`src/rtl/md5_pkg.sv`:
```
// md5_pkg: shared FSM type and constants for the MD5 block padder.
package md5_pkg;

    typedef enum logic [2:0] {
        S_IDLE,
        S_FILL,
        S_EMIT,
        S_EXTRA,
        S_EMIT_X
    } state_t;

    localparam int MD5_BLK_W  = 512;
    localparam int MD5_WORD_W = 32;
    localparam int MD5_LEN_W  = 64;
    localparam logic [7:0] MD5_PAD_BYTE = 8'h80;
    localparam int MD5_LEN_OFF = 56;

    function automatic logic [2:0] clamp_nbytes(input logic [2:0] n);
        return (n > 3'd4) ? 3'd4 : n;
    endfunction

endpackage

```
`src/rtl/md5_pad_mask.sv`:
```
// md5_pad_mask: combinational builder of one padded block from buffered data, end byte p and bit length.
// tail selects the length-only block that follows a message whose end did not leave room for the length.
module md5_pad_mask
    import md5_pkg::*;
(
    input  logic [MD5_BLK_W-1:0] data,
    input  logic [6:0]           p,
    input  logic [MD5_LEN_W-1:0] len,
    input  logic                 tail,
    input  logic                 fits,
    output logic [MD5_BLK_W-1:0] blk
);

    logic [6:0] mark_pos;
    logic       mark_en;
    logic       len_en;

    // A tail block only carries the marker when the data block was completely full.
    assign mark_pos = tail ? 7'd0 : p;
    assign mark_en  = tail ? (p == 7'd64) : (p < 7'd64);
    assign len_en   = tail | fits;

    for (genvar i = 0; i < 64; i++) begin : g_byte
        logic [7:0] pad;
        assign pad = (!tail && 7'(i) < p) ? data[MD5_BLK_W-1-8*i -: 8] :
                     (mark_en && 7'(i) == mark_pos) ? MD5_PAD_BYTE : 8'h00;
        if (i >= MD5_LEN_OFF) begin : g_len
            assign blk[MD5_BLK_W-1-8*i -: 8] = len_en ? len[8*(i-MD5_LEN_OFF) +: 8] : pad;
        end else begin : g_pad
            assign blk[MD5_BLK_W-1-8*i -: 8] = pad;
        end
    end

endmodule

```
`src/rtl/md5_padder.sv`:
```
// md5_padder: packs a 32-bit message word stream into RFC 1321 padded 512-bit MD5 blocks.
// Define MD5_PADDER_BLKCNT_EN to add the blk_count output counting accepted blocks.
module md5_padder
    import md5_pkg::*;
#(
    parameter int LEN_W = 64
) (
    input  logic                  clk,
    input  logic                  rst_n,
    input  logic                  clr,
    input  logic                  in_valid,
    output logic                  in_ready,
    input  logic [MD5_WORD_W-1:0] in_data,
    input  logic                  in_last,
    input  logic [2:0]            in_nbytes,
    output logic                  blk_valid,
    input  logic                  blk_ready,
    output logic [MD5_BLK_W-1:0]  blk_data,
    output logic                  blk_first,
`ifdef MD5_PADDER_BLKCNT_EN
    output logic [31:0]           blk_count,
`endif
    output logic                  blk_last
);

    state_t               state, state_nxt;
    logic [MD5_BLK_W-1:0] msg_q, cur, mask_blk;
    logic [LEN_W-1:0]     len, len_nxt;
    logic [3:0]           widx;
    logic [2:0]           nb;
    logic [6:0]           p, p_q;
    logic                 tail_q, first_pend, accept, hs, fits, close, tail_sel;

    assign accept   = in_valid && in_ready && !clr;
    assign hs       = blk_valid && blk_ready;
    assign nb       = in_last ? clamp_nbytes(in_nbytes) : 3'd4;
    assign p        = {1'b0, widx, 2'b00} + {4'd0, nb};
    assign len_nxt  = len + LEN_W'({nb, 3'b000});
    assign fits     = in_last && p <= 7'(MD5_LEN_OFF - 1);
    assign close    = in_last || widx == 4'd15;
    assign tail_sel = state == S_EXTRA;

    // Incoming word merged into the buffer so the block can be built in the accept cycle.
    always_comb begin
        cur = msg_q;
        cur[{~widx, 5'b0} +: MD5_WORD_W] = in_data;
    end

    md5_pad_mask u_mask (
        .data (cur),
        .p    (tail_sel ? p_q : p),
        .len  (tail_sel ? len : len_nxt),
        .tail (tail_sel),
        .fits (fits),
        .blk  (mask_blk)
    );

    always_ff @(posedge clk or negedge rst_n) begin
        if (!rst_n)
            state <= S_IDLE;
        else
            state <= clr ? S_IDLE : state_nxt;
    end

    always_comb begin
        state_nxt = state;
        in_ready  = 1'b0;
        blk_valid = 1'b0;
        case (state)
            S_IDLE, S_FILL: begin
                in_ready = rst_n;
                if (in_valid && !clr)
                    state_nxt = close ? S_EMIT : S_FILL;
            end
            S_EMIT: begin
                blk_valid = 1'b1;
                if (blk_ready)
                    state_nxt = tail_q ? S_EXTRA : (blk_last ? S_IDLE : S_FILL);
            end
            S_EXTRA: state_nxt = S_EMIT_X;
            S_EMIT_X: begin
                blk_valid = 1'b1;
                if (blk_ready)
                    state_nxt = S_IDLE;
            end
            default: state_nxt = S_IDLE;
        endcase
    end

    always_ff @(posedge clk or negedge rst_n) begin
        if (!rst_n) begin
            msg_q      <= '0;
            len        <= '0;
            widx       <= '0;
            p_q        <= '0;
            tail_q     <= 1'b0;
            first_pend <= 1'b1;
            blk_data   <= '0;
            blk_first  <= 1'b0;
            blk_last   <= 1'b0;
        end else if (clr) begin
            msg_q      <= '0;
            len        <= '0;
            widx       <= '0;
            p_q        <= '0;
            tail_q     <= 1'b0;
            first_pend <= 1'b1;
            blk_data   <= '0;
            blk_first  <= 1'b0;
            blk_last   <= 1'b0;
        end else begin
            if (accept) begin
                msg_q <= cur;
                len   <= len_nxt;
                widx  <= widx + 4'd1;
                if (close) begin
                    blk_data   <= mask_blk;
                    blk_first  <= first_pend;
                    blk_last   <= fits;
                    tail_q     <= in_last && !fits;
                    p_q        <= p;
                    first_pend <= 1'b0;
                end
            end
            if (tail_sel) begin
                blk_data  <= mask_blk;
                blk_first <= 1'b0;
                blk_last  <= 1'b1;
                tail_q    <= 1'b0;
            end
            if (hs)
                widx <= '0;
            if (hs && blk_last) begin
                len        <= '0;
                first_pend <= 1'b1;
            end
        end
    end

`ifdef MD5_PADDER_BLKCNT_EN
    always_ff @(posedge clk or negedge rst_n) begin
        if (!rst_n)
            blk_count <= '0;
        else
            blk_count <= clr ? '0 : blk_count + 32'(hs);
    end
`endif

endmodule

```
`config.mk`:
```
export PLATFORM = sky130hd
export DESIGN_NAME = md5_padder
export DESIGN_NICKNAME = d
export VERILOG_FILES = /design/src/rtl/md5_pkg.sv /design/src/rtl/md5_pad_mask.sv /design/src/rtl/md5_padder.sv
export SDC_FILE = /design/constraint.sdc
export NUM_CORES = 2
export LEC_CHECK = 0
export ABC_AREA = 0
export BUFFER_PORTS_ARGS = -buffer_cell sky130_fd_sc_hd__buf_4
export CAP_MARGIN = 40
export CORE_MARGIN = 2
export CORE_UTILIZATION = 40
export CTS_BUF_LIST = sky130_fd_sc_hd__clkbuf_2
export CTS_CLUSTER_DIAMETER = 50
export CTS_CLUSTER_SIZE = 20
export DETAILED_ROUTE_END_ITERATION = 12
export HOLD_SLACK_MARGIN = 0.15
export PLACE_DENSITY = 0.68
export SLEW_MARGIN = 25
export SYNTH_ARGS = -nofsm -noshare
export SYNTH_HDL_FRONTEND = slang
export SYNTH_SLANG_ARGS = --single-unit
```
`constraint.sdc`:
```
create_clock -name clk -period 2.65 [get_ports clk]
set_input_delay 0.1325 -clock clk [delete_from_list [all_inputs] [get_ports clk]]
set_output_delay 0.1325 -clock clk [all_outputs]
set_load 0.05 [all_outputs]
```
* Word level (Yosys, flattened, before mapping)
Index checks and enable logic that the tools add are counted.
Operators by class: add/sub/neg operators 4, magnitude comparators 67, equal/unequal tests 72, shifts and indexed selects 2, multiplexer cells 184, bitwise operators 2, reductions and logical operators 154
Operators with widths (count):
- $mux 512 | 6
- $mux 8 | 136
- $bwmux 512 | 1
- $shift 32x11->512 const A | 1
- $shiftx 32x11->512 | 1
- $mux 64 | 4
- $eq 6x7->1 const A | 32
- $lt 6x7->1 const A | 32
- $logic_and 1x1->1 | 135
- $eq 5x7->1 const A | 16
- $lt 5x7->1 const A | 16
- $add 64x6->64 | 1
- $eq 4x7->1 const A | 8
- $lt 4x7->1 const A | 8
- $mux 7 | 5
- $eq 3x7->1 const A | 4
- $lt 3x7->1 const A | 4
- $mux 1 | 20
- $mux 3 | 6
- $reduce_bool 3->1 | 5
- $eq 2x7->1 const A | 2
- $lt 1x7->1 const A | 2
- $lt 2x7->1 const A | 2
- $mux 4 | 3
- 25 further kinds | 35
Storage, ports and cells: register bits 1106, bits of input ports 41, output and inout port bits 516, word-level logic and storage cells 495

* Logic depth before layout (Yosys ltp)
depth after elaboration 15, mapped depth 13, gate-level depth less buffers 11

* By module
Synthesis repeated with hierarchy kept, for this count alone.
Second synthesis, totals: cell total of the unflattened synthesis 6814, area, all modules 57092.3 sq um
Modules (own cells, without submodules):
- md5_padder | times used 1, cells an instance 6072, area each 52359.0 sq um, seq. area each 27602.7 sq um
- md5_pad_mask | times used 1, cells an instance 742, area each 4733.3 sq um, seq. area each 0.0 sq um

* Least setup slack after synthesis
OpenSTA, ideal clock, no wires.
kind reg-to-reg, start reg widx[1], end reg blk_data[15], library setup time 0.147 ns, arrival time 2.536 ns, required time 2.503 ns, slack -0.033 ns, cell stages (with the launch flop) 12, buffers on the path 4, clock period less this slack 2.683 ns, cell sequence dfrtp_1 -> buf_2 -> buf_2 -> inv_1 -> ha_1 -> nand2b_1 -> clkbuf_1 -> nor3_2 -> buf_2 -> mux2_2 -> a211oi_1 -> a311oi_1
On the way: word-level cells in the longest chain between the ends 12, elaborated cells between the ends (all ways) 29, those cells by class 2 x add/sub; 3 x order compare; 3 x eq/ne; 2 x shift; 11 x mux; 2 x bitwise; 6 x reduce/logical
RTL lines:
- start, declared | RTL line md5_padder.sv:29 | logic [3:0] widx;
- start signal, assigned | RTL line md5_padder.sv:115 | widx <= widx + 4'd1;
- $add 6x3->7 | RTL line md5_padder.sv:37 | assign p = {1'b0, widx, 2'b00} + {4'd0, nb};
- $mux 7 | RTL line md5_padder.sv:51 | .p (tail_sel ? p_q : p),
- $lt 7x7->1 (tied with other cells) | RTL line md5_pad_mask.sv:20 | assign mark_en = tail ? (p == 7'd64) : (p < 7'd64);
- $mux 1 / $eq 6x7->1 (equally long branches) | RTL line md5_pad_mask.sv:20, md5_pad_mask.sv:26
- $logic_and 1x1->1 | RTL line md5_pad_mask.sv:26 | (mark_en && 7'(i) == mark_pos) ? MD5_PAD_BYTE : 8'h00;
- $mux 8 | RTL line md5_pad_mask.sv:26
- $mux 8 | RTL line md5_pad_mask.sv:25 | assign pad = (!tail && 7'(i) < p) ? data[MD5_BLK_W-1-8*i -: 8] :
- $mux 8 | RTL line md5_pad_mask.sv:28 | assign blk[MD5_BLK_W-1-8*i -: 8] = len_en ? len[8*(i-MD5_LEN_OFF) +: 8] : pad;
- $mux 512 | RTL line md5_padder.sv:116 | if (close) begin
- $mux 512 | RTL line md5_padder.sv:112 | if (accept) begin
- $mux 512 | RTL line md5_padder.sv:125 | if (tail_sel) begin
- $mux 512 | RTL line md5_padder.sv:101 | end else if (clr) begin
- end signal, assigned | RTL line md5_padder.sv:117 | blk_data <= mask_blk;
- end signal, assigned | RTL line md5_padder.sv:126 | blk_data <= mask_blk;
- end, declared | RTL line md5_padder.sv:18 | output logic [MD5_BLK_W-1:0] blk_data,
Parallel ways exist; a longest one is shown, timed or not. The select of a mux whose other input is x is not followed. A chain may end at the register's enable or synchronous reset.

* Worst setup path after layout
start reg state[1], end out blk_valid
On the way: word-level cells in the longest chain between the ends 3, elaborated cells between the ends (all ways) 4, those cells by class 2 x eq/ne; 1 x mux; 1 x reduce/logical
RTL lines:
- start, declared | RTL line md5_padder.sv:26 | state_t state, state_nxt;
- start signal, assigned | RTL line md5_padder.sv:62 | state <= clr ? S_IDLE : state_nxt;
- $eq 3x3->1 / $eq 3x2->1 (equally long branches) | RTL line md5_padder.sv:69 | case (state)
- $reduce_or 2->1 (no line) *
- $mux 1 * | RTL line md5_padder.sv:69
- end, declared | RTL line md5_padder.sv:16 | output logic blk_valid,
Mark *: on every way between the ends. The rest lies on a longest branch, timed or not.

==> results by group <==
Outcome
  • Status: complete, but fails checks
  • Failing checks: setup timing

Routing
  • Via count: 53,700
  • Drt first pass iters: 8
  • Antenna viol nets, final: 0
  • Via-per-instance ratio: 5.88
  • Drt initial violations: 6,173
  • DRT Wirelength: 234,000 um
  • DRC Markers: 0
  • Drt wl/cell: 25.6 um

Finish
  • Final Util: 0.538
  • Layout Cells excl Fill: 9,137
  • Area occupied by registers: 27,700 um^2
  • Area taken by multi-input logic gates: 25,000 um^2
  • Fill cell total of the finished layout: 12,200
  • Area growth, synth to finish: 33.6%
  • Proportion of layout cells with a drive suffix above 1: 0.259
  • Number of nets in the layout: 7,304

Pwr
  • Switch Pwr: 10.6 mW
  • Switch share: 0.329
  • Flop pwr share: 0.530
  • Power Internal: 21.7 mW
  • VDD IR max: 560 uV
  • PwrDens: 451 nW/um^2
  • Combinational Power Share: 0.142
  • Part of the power in the clock network: 0.327
  • Leak: 32.5 nW

Worst hold path
  • Type of the most critical hold path: in2reg

Worst setup path
  • Reg2reg end: blk_data[108]$_DFFE_PN0P_
  • CP Capture Type: primary output
  • Critical path launch point type: register
  • Reg2Reg Launch Point: widx[0]$_DFFE_PN0P_
  • Worst R2R Setup Slack: -0.03 ns
  • R2r worst-path depth: 10
  • Crit path max fanout: 4
  • Setup crit start: state[1]$_DFFE_PN0P_
  • Worst EP arrival: 2.85 ns
  • Worst path max stage delay: 0.45 ns
  • Critical path endpoint: blk_valid
  • Crit-path cells: buf_6, xor2_4, nor2b_4, buf_8
  • CP required: 2.52 ns
  • Critical path class: reg2out
  • CP max stage cell: dfrtp_1

Global route
  • First-pass GRT wire length: 339,000 um
  • M2 GR Usage: 0.484
  • Largest net degree at the start of global routing: 189
  • Met3 GRT Util: 0.0867
  • Total track usage: 0.331
  • Met1 Use GR: 0.438
  • GRT Max-Usage Layer: met2
  • Vias in the first global route: 50,700
  • Number of antenna violations at the first check in global routing: 7
  • Total grt overflow: 0

Yosys
  • Synth area leaders: dfrtp_1 51%, nand2_1 9.1%, a21oi_1 7.5%
  • Sequential area share after synthesis: 0.514
  • Mapped Nets: 6,248
  • Yosys top cell area share: 0.513
  • Synthesized area per cell: 8.67 um^2
  • Synthesized instance count: 6,197
  • Number of enable flip-flop cells after synthesis: 0
  • Netlist cell types: 108
  • Ys async rst share: 1.00
  • Synth Flop Type: dfrtp_1
  • Ys Warns: 0
  • Leading area contributor after synthesis: dfrtp_1
  • Synthesized flop and latch total: 1,103
  • Post-Syn Area: 53,700 um^2

Placement
  • Placed Instances: 8,633
  • Post-detail-place hpwl: 160,000 um
  • GPL Wtd Cong: 0.999
  • Port Buffers: 556
  • DP Worst Slack: -0.684 ns

Die
  • Chip width: 371 um
  • # rows: 134
  • DIE AREA: 137,000 um^2
  • Die height: 371 um
  • Core Box Area: 133,000 um^2
  • Initial core utilization: 0.403
  • IO Pins: 557

Timing
  • Slew Limit Fails: 0
  • Min Clock Period, post-route: 2.98 ns
  • Worst-margin pin slew: 0.999 ns
  • Tcrit/Tclk final: 1.12
  • Setup-failing EPs final: 11
  • WHS: 0.111 ns
  • Setup TNS: -0.763 ns
  • Worst Skew: 0.137 ns
  • Max-slew headroom: 0.334
  • FMAX: 336 MHz
  • Worst setup margin: -0.328 ns
  • Hold Vio Cnt, Final: 0
  • RSZ-0062 raised after global routing: yes

Clock network
  • Skew-Pair Late Insertion Delay: 1.73 ns
  • CTS sink count: 1,103
  • H-Tree Depth: 3
  • Root buf cell: clkbuf_2
  • Clk buf depth: 3
  • CTS Buf Count: 115
  • Reg clk slew, reported paths: 0.27 ns
  • TritonCTS clock tree: built

Flow run
  • Max_cap viols: 0
## cell usage in the layout, fill, tap and decap left out, drive strengths merged, types with 43 or more instances in the layout
cell type	netlist	routed
o21ai	540	540
dlygate4sd3	0	122
buf	145	1342
a22o	48	48
inv	40	86
mux2i	212	212
dfrtp	1102	1102
and3	83	83
nand3	244	244
a21oi	805	805
o31ai	64	64
nor3	143	143
nor2	521	521
a21o	43	43
nand2	1308	1308
clkbuf	389	124
## sequential cells by signal, indices dropped and copies added (netlist names)
name / flops
tail_q: 1
first_pend: 1
blk_data: 512
widx: 4
msg_q: 512
state: 3
p_q: 7
blk_last: 1
len: 61
blk_first: 1
## cell families (layout without fill, tap and decap cells)
family	count (synthesis)	after routing	synth area share
flip-flops	1103	1103	0.514
multiplexers	235	235	0.0447
other	0	14	0
adder cells (fa/ha/maj)	10	10	0.00247
XOR/XNOR	18	18	0.00293
AND/OR/NAND/NOR	2516	2516	0.205
buffers and inverters	576	1734	0.0451
AO/OA/AOI/OAI	1739	1739	0.186
## cell type report
type,instances,area share
antenna,14,0.000488
tap,1768,0.0308
sequential,1103,0.386
multi-input combinational,4518,0.348
timing repair buffer,1474,0.208
clock buffer,119,0.00830
clock inverter,100,0.0168
inverter,41,0.00221
## critical path: cells and delay by family, from the launching register on
kind	cells	cell delay, ns
xor+xnor	1	0.15
buf+inv	2	0.31
flops	1	0.45
simple gates	1	0.24
## cells in the mapped netlist, types with 13 or more instances
| cell type | n |
|---|---|
| nand2_1 | 1305 |
| o31ai_1 | 61 |
| a211oi_1 | 36 |
| nand2b_1 | 14 |
| a221oi_1 | 18 |
| buf_1 | 35 |
| buf_4 | 17 |
| nor4_1 | 13 |
| o211ai_1 | 31 |
| mux2_2 | 23 |
| nor3b_1 | 21 |
| dfrtp_1 | 1102 |
| and3_1 | 83 |
| a21oi_1 | 802 |
| clkbuf_1 | 385 |
| a22o_1 | 48 |
| nor3_1 | 140 |
| mux2i_1 | 209 |
| nor2_1 | 519 |
| and2_1 | 31 |
| buf_2 | 83 |
| nand3_1 | 241 |
| nand4_1 | 41 |
| or2_2 | 13 |
| and4_1 | 17 |
| or3_1 | 13 |
| o21ai_1 | 36 |
| o21ai_0 | 503 |
| a21o_1 | 43 |
| inv_1 | 39 |
| a32o_1 | 27 |
| a31oi_1 | 40 |
## per-layer routing
| metal | routed length (um) | part of all wire | vias to the layer above |
|---|---|---|---|
| li1 | - | - | 23600 |
| met1 | 91200 | 0.39 | 26500 |
| met2 | 102000 | 0.43 | 2961 |
| met3 | 25200 | 0.11 | 609 |
| met4 | 15800 | 0.068 | 2 |
| met5 | 56 | 0.00024 | - |
## power groups by stage
stage / clock network, mW / logic (mW) / registers [mW]
final: 10.6 / 4.60 / 17.2
after global placement: 0 / 3.86 / 17.4
after global routing: 11.3 / 4.77 / 17.2
after floorplan: 0 / 1.37 / 17.7
after CTS: 10.7 / 4.34 / 17.1
after detailed placement: 0 / 3.88 / 17.4
## worst min path at each step
stage                          endpoint          from  cells after the start
3_5_place_dp     msg_q[237]$_DFFE_PN0P_         rst_n                      1
4_1_cts              tail_q$_DFFE_PN0P_       in_last                      8
3_3_place_gp     msg_q[493]$_DFFE_PN0P_         rst_n                      1
2_1_floorplan   blk_data[0]$_DFFE_PN0P_         rst_n                      0
5_1_grt        blk_data[39]$_DFFE_PN0P_  in_nbytes[2]                      7
6_report             p_q[1]$_DFFE_PN0P_  in_nbytes[1]                      7
## what timing repair did
action	in CTS	in global routing
resized for setup	443	243
endpoints found under the hold margin	2206	101
hold buffers	143	3
setup endpoints to repair	835	624
pin swaps	26	72
setup buffers	83	34
gates cloned	10	4
## stage by stage
| stage | power, mW | area (um^2) |
|---|---|---|
| floorplan | 19.1 | 53700 |
| global placement | 21.3 | 64500 |
| detailed placement | 21.3 | 64600 |
| CTS | 32.2 | 70600 |
| global route | 33.3 | 71700 |
| finish | 32.3 | 71800 |
Note: power is estimated with default switching activity, not from simulation.
